[src/rtl/calc_program_loader_if.sv]
// Host byte stream into the program loader: valid/ready, one byte per accepted beat.
interface calc_program_loader_if;
    logic       s_valid;
    logic [7:0] s_data;
    logic       s_ready;

    modport master (
        output s_valid,
        output s_data,
        input  s_ready
    );

    modport slave (
        input  s_valid,
        input  s_data,
        output s_ready
    );
endinterface

[src/rtl/calc_program_loader.sv]
// Loads a framed program into the core's memory, releases the core and captures its result;
// memory writes land 1 cycle after each accepted byte; s_ready is low outside IDLE/LOAD.
module calc_program_loader #(
    parameter int DEPTH   = 16,
    parameter int ADDR_W  = 4,
    parameter int HALT_PC = 10,
    parameter int TIMEOUT = 255
) (
    input  logic                 clk_i,
    input  logic                 rst_i,
    calc_program_loader_if.slave host,
    output logic                 mem_we_o,
    output logic [ADDR_W-1:0]    mem_addr_o,
    output logic [7:0]           mem_wdata_o,
    output logic                 core_rstn_o,
    input  logic [7:0]           core_pc_i,
    input  logic [7:0]           core_data_i,
    input  logic                 core_exc_i,
    output logic [7:0]           result_o,
    output logic                 result_exc_o,
    output logic                 result_valid_o,
    input  logic                 result_ack_i,
    output logic                 busy_o,
    output logic                 error_o,
    output logic [1:0]           err_code_o
);
    localparam int LEN_W = $clog2(DEPTH + 1);

    typedef enum logic [2:0] {
        S_IDLE,
        S_LOAD,
        S_VERIFY,
        S_RUN,
        S_DONE,
        S_ERROR
    } state_e;

    typedef enum logic [1:0] {
        ERR_NONE    = 2'd0,
        ERR_LEN     = 2'd1,
        ERR_CSUM    = 2'd2,
        ERR_TIMEOUT = 2'd3
    } err_e;

    typedef struct packed {
        logic [7:0] data;
        logic       exc;
    } result_t;

    state_e            state_q, state_d;
    logic [LEN_W-1:0]  len_q, len_d;
    logic [LEN_W-1:0]  idx_q, idx_d;
    logic [7:0]        sum_q, sum_d;
    logic              csum_ok_q, csum_ok_d;
    logic [7:0]        cnt_q, cnt_d;
    logic              mem_we_q, mem_we_d;
    logic [ADDR_W-1:0] mem_addr_q, mem_addr_d;
    logic [7:0]        mem_wdata_q, mem_wdata_d;
    logic              core_rstn_q, core_rstn_d;
    result_t           res_q, res_d;
    logic              res_vld_q, res_vld_d;
    logic              error_q, error_d;
    logic [1:0]        err_code_q, err_code_d;

    logic byte_acc;
    logic len_bad;
    logic halt_seen;
    logic timeout_hit;

    assign host.s_ready = (state_q == S_IDLE) || (state_q == S_LOAD);
    assign busy_o       = (state_q != S_IDLE);

    assign byte_acc    = host.s_valid && host.s_ready;
    assign len_bad     = (host.s_data == 8'd0) || (host.s_data > 8'(DEPTH));
    assign halt_seen   = (core_pc_i == 8'(HALT_PC));
    assign timeout_hit = (cnt_q == 8'(TIMEOUT - 1));

    always_comb begin
        state_d     = state_q;
        len_d       = len_q;
        idx_d       = idx_q;
        sum_d       = sum_q;
        csum_ok_d   = csum_ok_q;
        cnt_d       = cnt_q;
        mem_we_d    = 1'b0;
        mem_addr_d  = mem_addr_q;
        mem_wdata_d = mem_wdata_q;
        core_rstn_d = core_rstn_q;
        res_d       = res_q;
        res_vld_d   = res_vld_q;
        error_d     = error_q;
        err_code_d  = err_code_q;

        unique case (state_q)
            S_IDLE: begin
                if (byte_acc) begin
                    if (len_bad) begin
                        state_d    = S_ERROR;
                        error_d    = 1'b1;
                        err_code_d = ERR_LEN;
                    end else begin
                        state_d = S_LOAD;
                        len_d   = LEN_W'(host.s_data);
                        idx_d   = '0;
                        sum_d   = 8'd0;
                    end
                end
            end

            S_LOAD: begin
                if (byte_acc) begin
                    if (idx_q < len_q) begin
                        mem_we_d    = 1'b1;
                        mem_addr_d  = idx_q[ADDR_W-1:0];
                        mem_wdata_d = host.s_data;
                        idx_d       = idx_q + LEN_W'(1);
                        sum_d       = sum_q + host.s_data;
                    end else begin
                        // All program bytes are in; this byte is the checksum.
                        csum_ok_d = (host.s_data == sum_q);
                        state_d   = S_VERIFY;
                    end
                end
            end

            S_VERIFY: begin
                if (csum_ok_q) begin
                    state_d     = S_RUN;
                    core_rstn_d = 1'b1;
                    cnt_d       = 8'd0;
                end else begin
                    state_d    = S_ERROR;
                    error_d    = 1'b1;
                    err_code_d = ERR_CSUM;
                end
            end

            S_RUN: begin
                // Halt is checked first so it wins a same-cycle timeout.
                if (halt_seen) begin
                    state_d     = S_DONE;
                    core_rstn_d = 1'b0;
                    res_d.data  = core_data_i;
                    res_d.exc   = core_exc_i;
                    res_vld_d   = 1'b1;
                end else if (timeout_hit) begin
                    state_d     = S_ERROR;
                    core_rstn_d = 1'b0;
                    error_d     = 1'b1;
                    err_code_d  = ERR_TIMEOUT;
                end else begin
                    cnt_d = cnt_q + 8'd1;
                end
            end

            S_DONE: begin
                if (result_ack_i) begin
                    state_d   = S_IDLE;
                    res_vld_d = 1'b0;
                end
            end

            S_ERROR: begin
                state_d = S_ERROR;
            end

            default: begin
                state_d = S_IDLE;
            end
        endcase
    end

    always_ff @(posedge clk_i) begin
        if (rst_i) begin
            state_q     <= S_IDLE;
            len_q       <= '0;
            idx_q       <= '0;
            sum_q       <= 8'd0;
            csum_ok_q   <= 1'b0;
            cnt_q       <= 8'd0;
            mem_we_q    <= 1'b0;
            mem_addr_q  <= '0;
            mem_wdata_q <= 8'd0;
            core_rstn_q <= 1'b0;
            res_q       <= '0;
            res_vld_q   <= 1'b0;
            error_q     <= 1'b0;
            err_code_q  <= ERR_NONE;
        end else begin
            state_q     <= state_d;
            len_q       <= len_d;
            idx_q       <= idx_d;
            sum_q       <= sum_d;
            csum_ok_q   <= csum_ok_d;
            cnt_q       <= cnt_d;
            mem_we_q    <= mem_we_d;
            mem_addr_q  <= mem_addr_d;
            mem_wdata_q <= mem_wdata_d;
            core_rstn_q <= core_rstn_d;
            res_q       <= res_d;
            res_vld_q   <= res_vld_d;
            error_q     <= error_d;
            err_code_q  <= err_code_d;
        end
    end

    assign mem_we_o       = mem_we_q;
    assign mem_addr_o     = mem_addr_q;
    assign mem_wdata_o    = mem_wdata_q;
    assign core_rstn_o    = core_rstn_q;
    assign result_o       = res_q.data;
    assign result_exc_o   = res_q.exc;
    assign result_valid_o = res_vld_q;
    assign error_o        = error_q;
    assign err_code_o     = err_code_q;
endmodule

[src/flat_wrapper.sv]
// flat-port wrapper written by rule: the top's interface ports become plain ports
module calc_program_loader_flat 
#(
    parameter int DEPTH   = 16,
    parameter int ADDR_W  = 4,
    parameter int HALT_PC = 10,
    parameter int TIMEOUT = 255
)
  (clk_i, rst_i, mem_we_o, mem_addr_o, mem_wdata_o, core_rstn_o, core_pc_i, core_data_i, core_exc_i, result_o, result_exc_o, result_valid_o, result_ack_i, busy_o, error_o, err_code_o, host_s_valid, host_s_data, host_s_ready);
  calc_program_loader_if host_i ();
  input  logic clk_i;
  input  logic rst_i;
  output logic mem_we_o;
  output logic [ADDR_W-1:0] mem_addr_o;
  output logic [7:0] mem_wdata_o;
  output logic core_rstn_o;
  input  logic [7:0] core_pc_i;
  input  logic [7:0] core_data_i;
  input  logic core_exc_i;
  output logic [7:0] result_o;
  output logic result_exc_o;
  output logic result_valid_o;
  input  logic result_ack_i;
  output logic busy_o;
  output logic error_o;
  output logic [1:0] err_code_o;
  input wire logic [$bits(host_i.s_valid)-1:0] host_s_valid;
  input wire logic [$bits(host_i.s_data)-1:0] host_s_data;
  output wire logic [$bits(host_i.s_ready)-1:0] host_s_ready;
  assign host_i.s_valid = host_s_valid;
  assign host_i.s_data = host_s_data;
  assign host_s_ready = host_i.s_ready;
  calc_program_loader #(.DEPTH(DEPTH), .ADDR_W(ADDR_W), .HALT_PC(HALT_PC), .TIMEOUT(TIMEOUT)) u_core (.clk_i(clk_i), .rst_i(rst_i), .host(host_i), .mem_we_o(mem_we_o), .mem_addr_o(mem_addr_o), .mem_wdata_o(mem_wdata_o), .core_rstn_o(core_rstn_o), .core_pc_i(core_pc_i), .core_data_i(core_data_i), .core_exc_i(core_exc_i), .result_o(result_o), .result_exc_o(result_exc_o), .result_valid_o(result_valid_o), .result_ack_i(result_ack_i), .busy_o(busy_o), .error_o(error_o), .err_code_o(err_code_o));
endmodule
[config.mk]
export PLATFORM = sky130hd
export DESIGN_NAME = calc_program_loader_flat
export DESIGN_NICKNAME = d
export VERILOG_FILES = /design/src/rtl/calc_program_loader_if.sv /design/src/rtl/calc_program_loader.sv /design/src/flat_wrapper.sv
export SDC_FILE = /design/constraint.sdc
export NUM_CORES = 1
export LEC_CHECK = 0
export CAP_MARGIN = 20
export CELL_PAD_IN_SITES_DETAIL_PLACEMENT = 1
export CELL_PAD_IN_SITES_GLOBAL_PLACEMENT = 1
export CORE_MARGIN = 2
export CORE_UTILIZATION = 38
export DETAILED_ROUTE_END_ITERATION = 10
export PLACE_DENSITY = 0.76
export SYNTH_ARGS = -nofsm -noshare
export SYNTH_HDL_FRONTEND = slang
export SYNTH_SLANG_ARGS = --single-unit
[constraint.sdc]
create_clock -name clk_i -period 2.4 [get_ports clk_i]
set_input_delay 0.36 -clock clk_i [delete_from_list [all_inputs] [get_ports clk_i]]
set_output_delay 0.36 -clock clk_i [all_outputs]
set_load 0.05 [all_outputs]
==> results.ini <==
[outcome]
status=complete, no violations

[power_and_ir_drop]
p_per_area_nw_per_um2=637
p_seq_frac=0.408
leakage_nw=1.58
combPwrFrac=0.254
design_power_total_mw=2.55
switching_share=0.324
clkPwrFrac=0.337
p_int_mw=1.72
ir_drop_mv=0.251
p_switching_mw=0.825

[cts]
cts_tree=done
clock-sinks=57
numCtsBuffers=9
clk_path_buf_depth=2
clk_pin_slew_ns=0.07
h-tree-depth=3
clockRootBuffer=clkbuf_8
insertion_delay_ns=0.33

[layout]
antenna_cells=0
fin_util=0.554
multi_input_area_um2=1620
drive_above_1_share=0.160
layout.nets=471
fillers=893
syn_to_final_growth_pct=42.2
ff_latch_area_um2=1140

[global_route]
antenna_found_initial=0
grt_overflow_total=0
grt_pass1_vias=2861
grt_max_degree=27
grt_pass1_wl_um=14000
grt_usage=0.212

[die]
fp.dieArea_um2=8100
die_h_um=90.0
initial_utilization=0.390
ioPinCount=58
row_count=31
core_area_um2=7210
die_w_um=90.0

[logic_synthesis]
synthAdderAreaFrac=0.0694
syn_inst=338
ys_ff_latch=57
synthFlopType=dfxtp_1
synth_edf_count=0
muxShareOfSynthArea=0.0641
syn-mean-instance-area_um2=8.32
synth_nets=382
syn_area_um2=2810
synthSimpleGateAreaFrac=0.241
ys_seq_area_frac=0.406
async_flop_share=0
synth_warnings=0
synth_top_family_by_area=simple AND/OR/NAND/NOR gates
synth_xor_area_frac=0.0312
synth_top_area_frac=0.406
synthTopCellsByArea=dfxtp_1 41%, mux2i_1 6.4%, nand2_1 6.3%
synth_compound_area_frac=0.148
yosysUniqueCellTypes=47
yosys.area.top_type=dfxtp_1

[worst_setup_path]
setup.worst_path.end_class=flip-flop
cp-start-kind=flip-flop
r2r_cells=7
crit_start=u_core.sum_q[1]
path_max_fanout=3
cp_data_required_time_ns=2.65
crit_slowest_cell=or4b_2
path_cells=ha_1, a21oi_2, o211ai_1, nor4_2, nor3_2, or4b_2, a41oi_2
worst-setup-path-type=flip-flop to flip-flop
r2r_end=u_core.sum_q[7]
endpoint=u_core.sum_q[7]
critPathMaxStageDelay_ns=0.64
r2r_start=u_core.sum_q[1]
crit_arrival_ns=2.62
rrSetupSlack_ns=0.03

[placement]
dpl_worst_slack_ns=-0.448
gp_congestion=0.876
dp_hpwl_um=5890
place.port_buffers=57

[sta]
tns_ns=0
slew_headroom=0.625
fmaxAchievable_mhz=421
hold_viol=0
fin_crit_ns=2.37
final.setup.worst_slack_ns=0.0254
skew_ns=0.00934
worst_pin_slew_ns=0.562
hold_ws_ns=0.413
setup_viol=0
drv_slew=0
post-route-period-util=0.989

[detailed_routing]
first_pass_iters=4
initialDrtViolationCount=101
wl_per_cell_um=15.7
vias=2760
viasPerCell=5.21
drc=0
routed_wl_um=8340
ant_nets=0

[worst_hold_path]
hold_class=primary input to flip-flop

[run]
max_cap_viol_count=0

[flip-flops by register name, summed over array words and instances (netlist names)]
name,flops
u_core.cnt_q,8
u_core.idx_q,5
u_core.csum_ok_q,1
u_core.mem_wdata_o,8
u_core.state_q,3
u_core.result_valid_o,1
u_core.result_exc_o,1
u_core.len_q,5
u_core.core_rstn_o,1
u_core.err_code_o,2
u_core.result_o,8
u_core.error_o,1
u_core.mem_we_o,1
u_core.mem_addr_o,4
u_core.sum_q,8
[per-stage QoR]
step / instance area [um^2] / instances
2_1_floorplan: 2810 / 338
3_3_place_gp: 3730 / 512
3_5_place_dp: 3730 / 512
4_1_cts: 3960 / 529
5_1_grt: 4000 / 530
6_report: 4000 / 530
[synthesized netlist by cell type, drive strengths merged (4+ instances only)]
cell,instances
dfxtp,57
nand2,48
nor2,40
a21oi,34
mux2i,18
ha,14
nand3,12
clkbuf,11
inv,11
o21ai,10
nor3,9
xnor2,8
nor4,7
buf,6
or3,6
nor2b,4
o211ai,4
[repair_timing]
item / in CTS / in global routing
endpoints found under the hold margin: 0 / 0
setup buffers: 2 / 1
gates resized for setup: 6 / 7
endpoints found under the setup margin: 1 / 4
pin swaps: 5 / 4
hold buffers: 0 / 0
[final cells by class]
cell class                 instances  share of cell area
tap                               99              0.0310
timing repair buffer              95               0.223
clock inverter                     6              0.0150
sequential                        57               0.285
inverter                          11              0.0103
multi-input combinational        253               0.404
clock buffer                       9              0.0310
[layer usage]
| layer | global-route usage | vias to the layer above | part of all wire |
|---|---|---|---|
| met5 | 0 | - | 0 |
| met4 | 0.0885 | 0 | 0.024 |
| met3 | 0.0377 | 15 | 0.029 |
| met2 | 0.378 | 44 | 0.52 |
| met1 | 0.251 | 1340 | 0.43 |
| li1 | - | 1361 | - |
[kinds of logic after synthesis]
logic type / Yosys count
flip-flops: 57
adder cells (fa/ha/maj): 15
AO/OA/AOI/OAI: 68
AND/OR/NAND/NOR: 142
multiplexers: 18
XOR/XNOR: 10
buffers and inverters: 28
[power by group through the flow]
| stage | registers (mW) | clock network (mW) | logic [mW] |
|---|---|---|---|
| after floorplan | 1.09 | 0 | 0.356 |
| after global placement | 1.06 | 0 | 0.630 |
| after detailed placement | 1.06 | 0 | 0.642 |
| after CTS | 1.04 | 0.878 | 0.646 |
| after global routing | 1.05 | 0.923 | 0.703 |
| final | 1.04 | 0.859 | 0.648 |
[worst min path at each step]
| stage | cells past startpoint | end | start | slack [ns] |
|---|---|---|---|---|
| after floorplan | 2 | u_core.sum_q[4] | u_core.sum_q[4] | 0.44 |
| after global placement | 2 | u_core.mem_wdata_o[6] | u_core.mem_wdata_o[6] | 0.44 |
| after detailed placement | 2 | u_core.mem_wdata_o[5] | u_core.mem_wdata_o[5] | 0.45 |
| after CTS | 2 | u_core.mem_wdata_o[6] | u_core.mem_wdata_o[6] | 0.46 |
| after global routing | 3 | u_core.mem_wdata_o[2] | host_s_data[2] | 0.42 |
| final | 3 | u_core.mem_wdata_o[3] | host_s_data[3] | 0.41 |
[cells in the final DEF (no fill, tap or decap), drive strengths merged, types with 2 or more instances in the layout]
cell | synthesis | final
o21ai | 10 | 10
nor4 | 7 | 7
buf | 6 | 39
mux2i | 18 | 18
dfxtp | 57 | 57
nor2b | 4 | 4
nand3b | 3 | 3
xnor2 | 8 | 8
inv | 11 | 11
clkdlybuf4s50 | 0 | 51
a211oi | 3 | 3
nand3 | 12 | 12
a31oi | 3 | 3
o211ai | 4 | 4
a21oi | 34 | 34
clkbuf | 11 | 9
nand2b | 2 | 2
nor2 | 40 | 40
and2 | 3 | 3
xor2 | 2 | 2
or2 | 2 | 2
a21o | 3 | 3
clkinvlp | 0 | 2
dlygate4sd2 | 0 | 2
o21bai | 3 | 3
dlymetal6s2s | 0 | 3
clkinv | 0 | 3
nand2 | 48 | 48
a311oi | 2 | 2
a41oi | 3 | 3
or3 | 6 | 6
nor3 | 9 | 9
ha | 14 | 14
[critical path: cells and delay by family (launching register included)]
| kind | cells | cell delay, ns |
|---|---|---|
| simple gates | 3 | 1.03 |
| fa+ha+maj | 1 | 0.34 |
| compound gates | 3 | 0.57 |
| flops | 1 | 0.34 |
Note: power is estimated with default switching activity, not from simulation.
==> RTL change 1 (same flow settings) <==
`DEPTH` is set to 16 in 2 places; all go to 32.
--- a/src/rtl/calc_program_loader.sv
+++ b/src/rtl/calc_program_loader.sv
@@ -2,5 +2,5 @@
 // memory writes land 1 cycle after each accepted byte; s_ready is low outside IDLE/LOAD.
 module calc_program_loader #(
-    parameter int DEPTH   = 16,
+    parameter int DEPTH   = 32,
     parameter int ADDR_W  = 4,
     parameter int HALT_PC = 10,
--- a/src/flat_wrapper.sv
+++ b/src/flat_wrapper.sv
@@ -2,5 +2,5 @@
 module calc_program_loader_flat 
 #(
-    parameter int DEPTH   = 16,
+    parameter int DEPTH   = 32,
     parameter int ADDR_W  = 4,
     parameter int HALT_PC = 10,
Function: changed (a bounded check fails within 4 cycles, from zero or initial values and one cycle with rst_i high).
==> RTL change 1 against the original RTL <==
  * Critical path depth fell by 1
  * Critical path type is now in2reg
  * Critical endpoint is now u_core.err_code_o[0]
  * Register-to-register slack improved by 0.25 ns
  * Die area rose by 4.1%
  * Highest routed layer unchanged
  * Via count rose by 2.4%
  * Final area rose by 1.5%
  * Setup slack improved by 0.092 ns
  * Sequential cell count rose by 2
  * Area after synthesis rose by 4.3%
  * Total power fell by 5.0%
  * Clock skew fell by 0.0032 ns
  * Routed wire length rose by 4.1%
==> RTL change 1: results <==
export IMPL_yosysSeqAreaShare_pct=40.3
export IMPL_r2r_start="u_core.len_q[3]"
export IMPL_grt_max_degree=29
export IMPL_dr_wl_met2_mm=4.49
export IMPL_met3_length_um=201
export IMPL_postPlaceCellArea_um2=3880
export IMPL_hold_end="u_core.error_o"
export IMPL_grtUsageTotal_pct=21.3
export IMPL_run_status="finished, final reports clean"
export IMPL_netlist_top_cells_count="59 x dfxtp_1, 47 x nor2_1, 43 x nand2_1"
export IMPL_critPathMaxStageDelay_ns=0.54
export IMPL_finClkSkew_ns=0.00615
export IMPL_whs_path_depth=2
export IMPL_wl_met1_mm=3.89
export IMPL_whs_ns=0.284
export IMPL_met3_usage_pct=4.27
export IMPL_dpl_hpwl_mm=6.73
export IMPL_grt_pass1_vias=3001
export IMPL_grtUsageMet1_pct=25.7
export IMPL_grt_util_met2_pct=38.5
export IMPL_routed_wl_mm=8.68
export IMPL_drive_above_1_share_pct=15.8
export IMPL_worstHoldStart="rst_i"
export IMPL_synth_compound_area_share_pct=16.3
export IMPL_yosysUniqueCellTypes=54
export IMPL_nets=488
export IMPL_slowest_stage="or4_4"
export IMPL_gp_congestion=0.854
export IMPL_drtIter0Drc=78
export IMPL_reg2reg_depth=9
export IMPL_cp_arrival_ns=2.52
export IMPL_synth_xor_area_share_pct=3.59
export IMPL_synth_fp_nets=391
export IMPL_dp_slack_ns=-0.249
export IMPL_slew_headroom_pct=60.0
export IMPL_cp_startpoint="host_s_data[3]"
export IMPL_leakagePower_nw=1.63
export IMPL_cts_setup_buffers=0
export IMPL_synthMuxAreaShare_pct=5.12
export IMPL_crit_end="u_core.err_code_o[0]"
export IMPL_synthAdderAreaFrac_pct=7.08
export IMPL_synth_area_top_cells="dfxtp_1 40%, ha_1 6.4%, nor2_1 6.0%, a21oi_1 5.8%, nand2_1 5.5%"
export IMPL_cp_max_fo=4
export IMPL_postCtsResizedCells=0
export IMPL_vdd_drop_max_mv=0.279
[RTL change 1: cell count changes after synthesis, moves of 3 or more]
cell | before | now
nand2_1 | 47 | 43
or3_1 | 6 | 1
nor2_1 | 39 | 47
o21ai_0 | 9 | 6
a211oi_1 | 3 | 0
nor4_1 | 6 | 2
a221oi_1 | 0 | 3
a22oi_1 | 0 | 4
mux2i_1 | 18 | 15
[RTL change 1: area by class of cell]
class                           count  area (um2)
Timing Repair Buffer              100         886
Tap cell                          102         128
Clock inverter                      7        52.6
Multi-Input combinational cell    260        1640
Fill cell                         922        3550
Inverter                           13        48.8
Sequential cell                    59        1180
Clock buffer                        9         124
[RTL change 1: power by group]
group | internal [W] | switching, W | total [W]
registers | 0.00101 | 0.0000179 | 0.00103
logic | 0.000234 | 0.000342 | 0.000577
clock network | 0.000378 | 0.000438 | 0.000816
total | 0.00162 | 0.000798 | 0.00242
==> RTL change 2 (same flow settings) <==
Without the edit above. Make the reset (`rst_i`) asynchronous in one clocked block.
--- a/src/rtl/calc_program_loader.sv
+++ b/src/rtl/calc_program_loader.sv
@@ -171,5 +171,5 @@
     end
 
-    always_ff @(posedge clk_i) begin
+    always_ff @(posedge clk_i or posedge rst_i) begin
         if (rst_i) begin
             state_q     <= S_IDLE;
Check against the original RTL: differs if rst_i is asserted again (counterexample within 4 cycles, from zero or initial values and one cycle with rst_i high); with rst_i held inactive, the same outputs for 4 cycles.
==> RTL change 2 against the original RTL <==
  * Final area grew 4.0%
  * Maximum frequency increased by 2.0%
  * Setup slack improved by 0.046 ns
  * Critical path type is now in2reg
  * Sequential cell count did not move
  * Final cell count decreased by 3.6%
  * Area after synthesis grew 8.5%
  * Highest routed layer unchanged
  * First-iteration DRC count increased by 16%
  * Register-to-register slack better by 0.15 ns
  * Routed wire length fell by 2.1%
Power is not compared: it rests on default switching activity, and its combinational part moved more than twofold at a synthesized area within 25%.
==> RTL change 2: results <==
export IMPL_postCtsResizedCells=0
export IMPL_rr_endpoint="u_core.sum_q[7]"
export IMPL_syn2layout_area_growth_pct=36.3
export IMPL_finClkSkew_ns=0.00969
export IMPL_buffer_area_share_pct=20.2
export IMPL_reg2reg_depth=6
export IMPL_netlist_top_cells_count="57 x dfrtp_1, 49 x nand2_1, 25 x o21ai_0"
export IMPL_dp_slack_ns=-0.195
export IMPL_multi_input_area_share_pct=36.2
export IMPL_gp_congestion=0.835
export IMPL_grt_util_met2_pct=35.0
export IMPL_fillers=910
export IMPL_met3_length_um=141
export IMPL_seq_share_pct=34.3
export IMPL_h_tree_depth=3
export IMPL_postPlaceCellArea_um2=3970
export IMPL_inv_count=18
export IMPL_worst_slew_pin_transition_ns=0.530
export IMPL_grt_pass1_vias=2893
export IMPL_cts_setup_buffers=0
export IMPL_cp_arrival_ns=2.59
export IMPL_buffers=92
export IMPL_slowest_stage="clkdlybuf4s50_1"
export IMPL_critical_path_top_delay_family="compound AO/OA/AOI/OAI gates"
export IMPL_dp_cells=496
export IMPL_clk_share_pct=4.66
export IMPL_viasPerCell=5.23
export IMPL_r2r_slack_ns=0.18
export IMPL_synth_flop_cell="dfrtp_1"
export IMPL_dr_wl_met2_mm=4.23
export IMPL_postSynth_asyncResetShare_pct=100
export IMPL_yosysUniqueCellTypes=50
export IMPL_synth_fp_nets=358
export IMPL_clkbuf_count=10
export IMPL_drive_above_1_share_pct=19.3
export IMPL_coreArea_um2=7770
export IMPL_postSynthCellCount=314
export IMPL_whs_ns=0.404
export IMPL_run_status="finished, final reports clean"
export IMPL_met3_usage_pct=4.83
export IMPL_multi_input_gates=227
export IMPL_final_cells=511
export IMPL_grt_first_pass_wirelength_mm=14.2
export IMPL_wire_per_inst_um=16.0
export IMPL_dpl_hpwl_mm=5.98
RTL change 2: cell count changes in the layout (fill, tap and decap cells not counted), sizes merged, moves of 4 or more:
cell | before | now
dfrtp | 0 | 57
dfxtp | 57 | 0
nor2 | 40 | 15
mux2 | 0 | 19
a21oi | 34 | 17
mux2i | 18 | 2
o21ai | 10 | 25
inv | 11 | 18
nor3 | 9 | 2
nand3 | 12 | 7
xnor2 | 8 | 3
clkdlybuf4s50 | 51 | 55
nand4 | 1 | 5
RTL change 2: worst reg2reg max path, cell delays in order, from the launching register on:
cell and delay, ns:
dfrtp_1 0.42, ha_1 0.34, a211oi_1 0.40, o21ai_0 0.21, o31a_1 0.29, or4_4 0.42
o211ai_2 0.07
RTL change 2: worst max path at each step:
| stage | start | to | slack (ns) | cells after the start |
|---|---|---|---|---|
| final | host_s_data[1] | u_core.sum_q[7] | 0.07 | 7 |
| after global routing | host_s_data[1] | u_core.sum_q[7] | 0.05 | 7 |
| after CTS | host_s_data[1] | u_core.sum_q[7] | 0.11 | 7 |
| after detailed placement | host_s_data[1] | u_core.sum_q[7] | -0.20 | 7 |
| after global placement | host_s_data[0] | u_core.sum_q[6] | -0.08 | 8 |
| after floorplan | u_core.state_q[2] | u_core.sum_q[2] | 0.07 | 5 |
RTL change 2: power by group through the flow:
stage	Sequential (W)	Clock, W	Combinational [W]
finish	0.00147	0.000906	0.00245
global placement	0.00148	0	0.00237
floorplan	0.00183	0	0.00125
global route	0.00152	0.000969	0.00271
CTS	0.00148	0.000933	0.00247
detailed placement	0.00149	0	0.00245
RTL change 2: cell families after synthesis:
family / count (synthesis) / share of synthesized area, %
buf+inv: 30 / 3.98
fa+ha+maj: 15 / 6.40
simple gates: 107 / 17.1
mux: 21 / 7.67
xor+xnor: 5 / 1.44
compound gates: 79 / 16.7
flops: 57 / 46.7
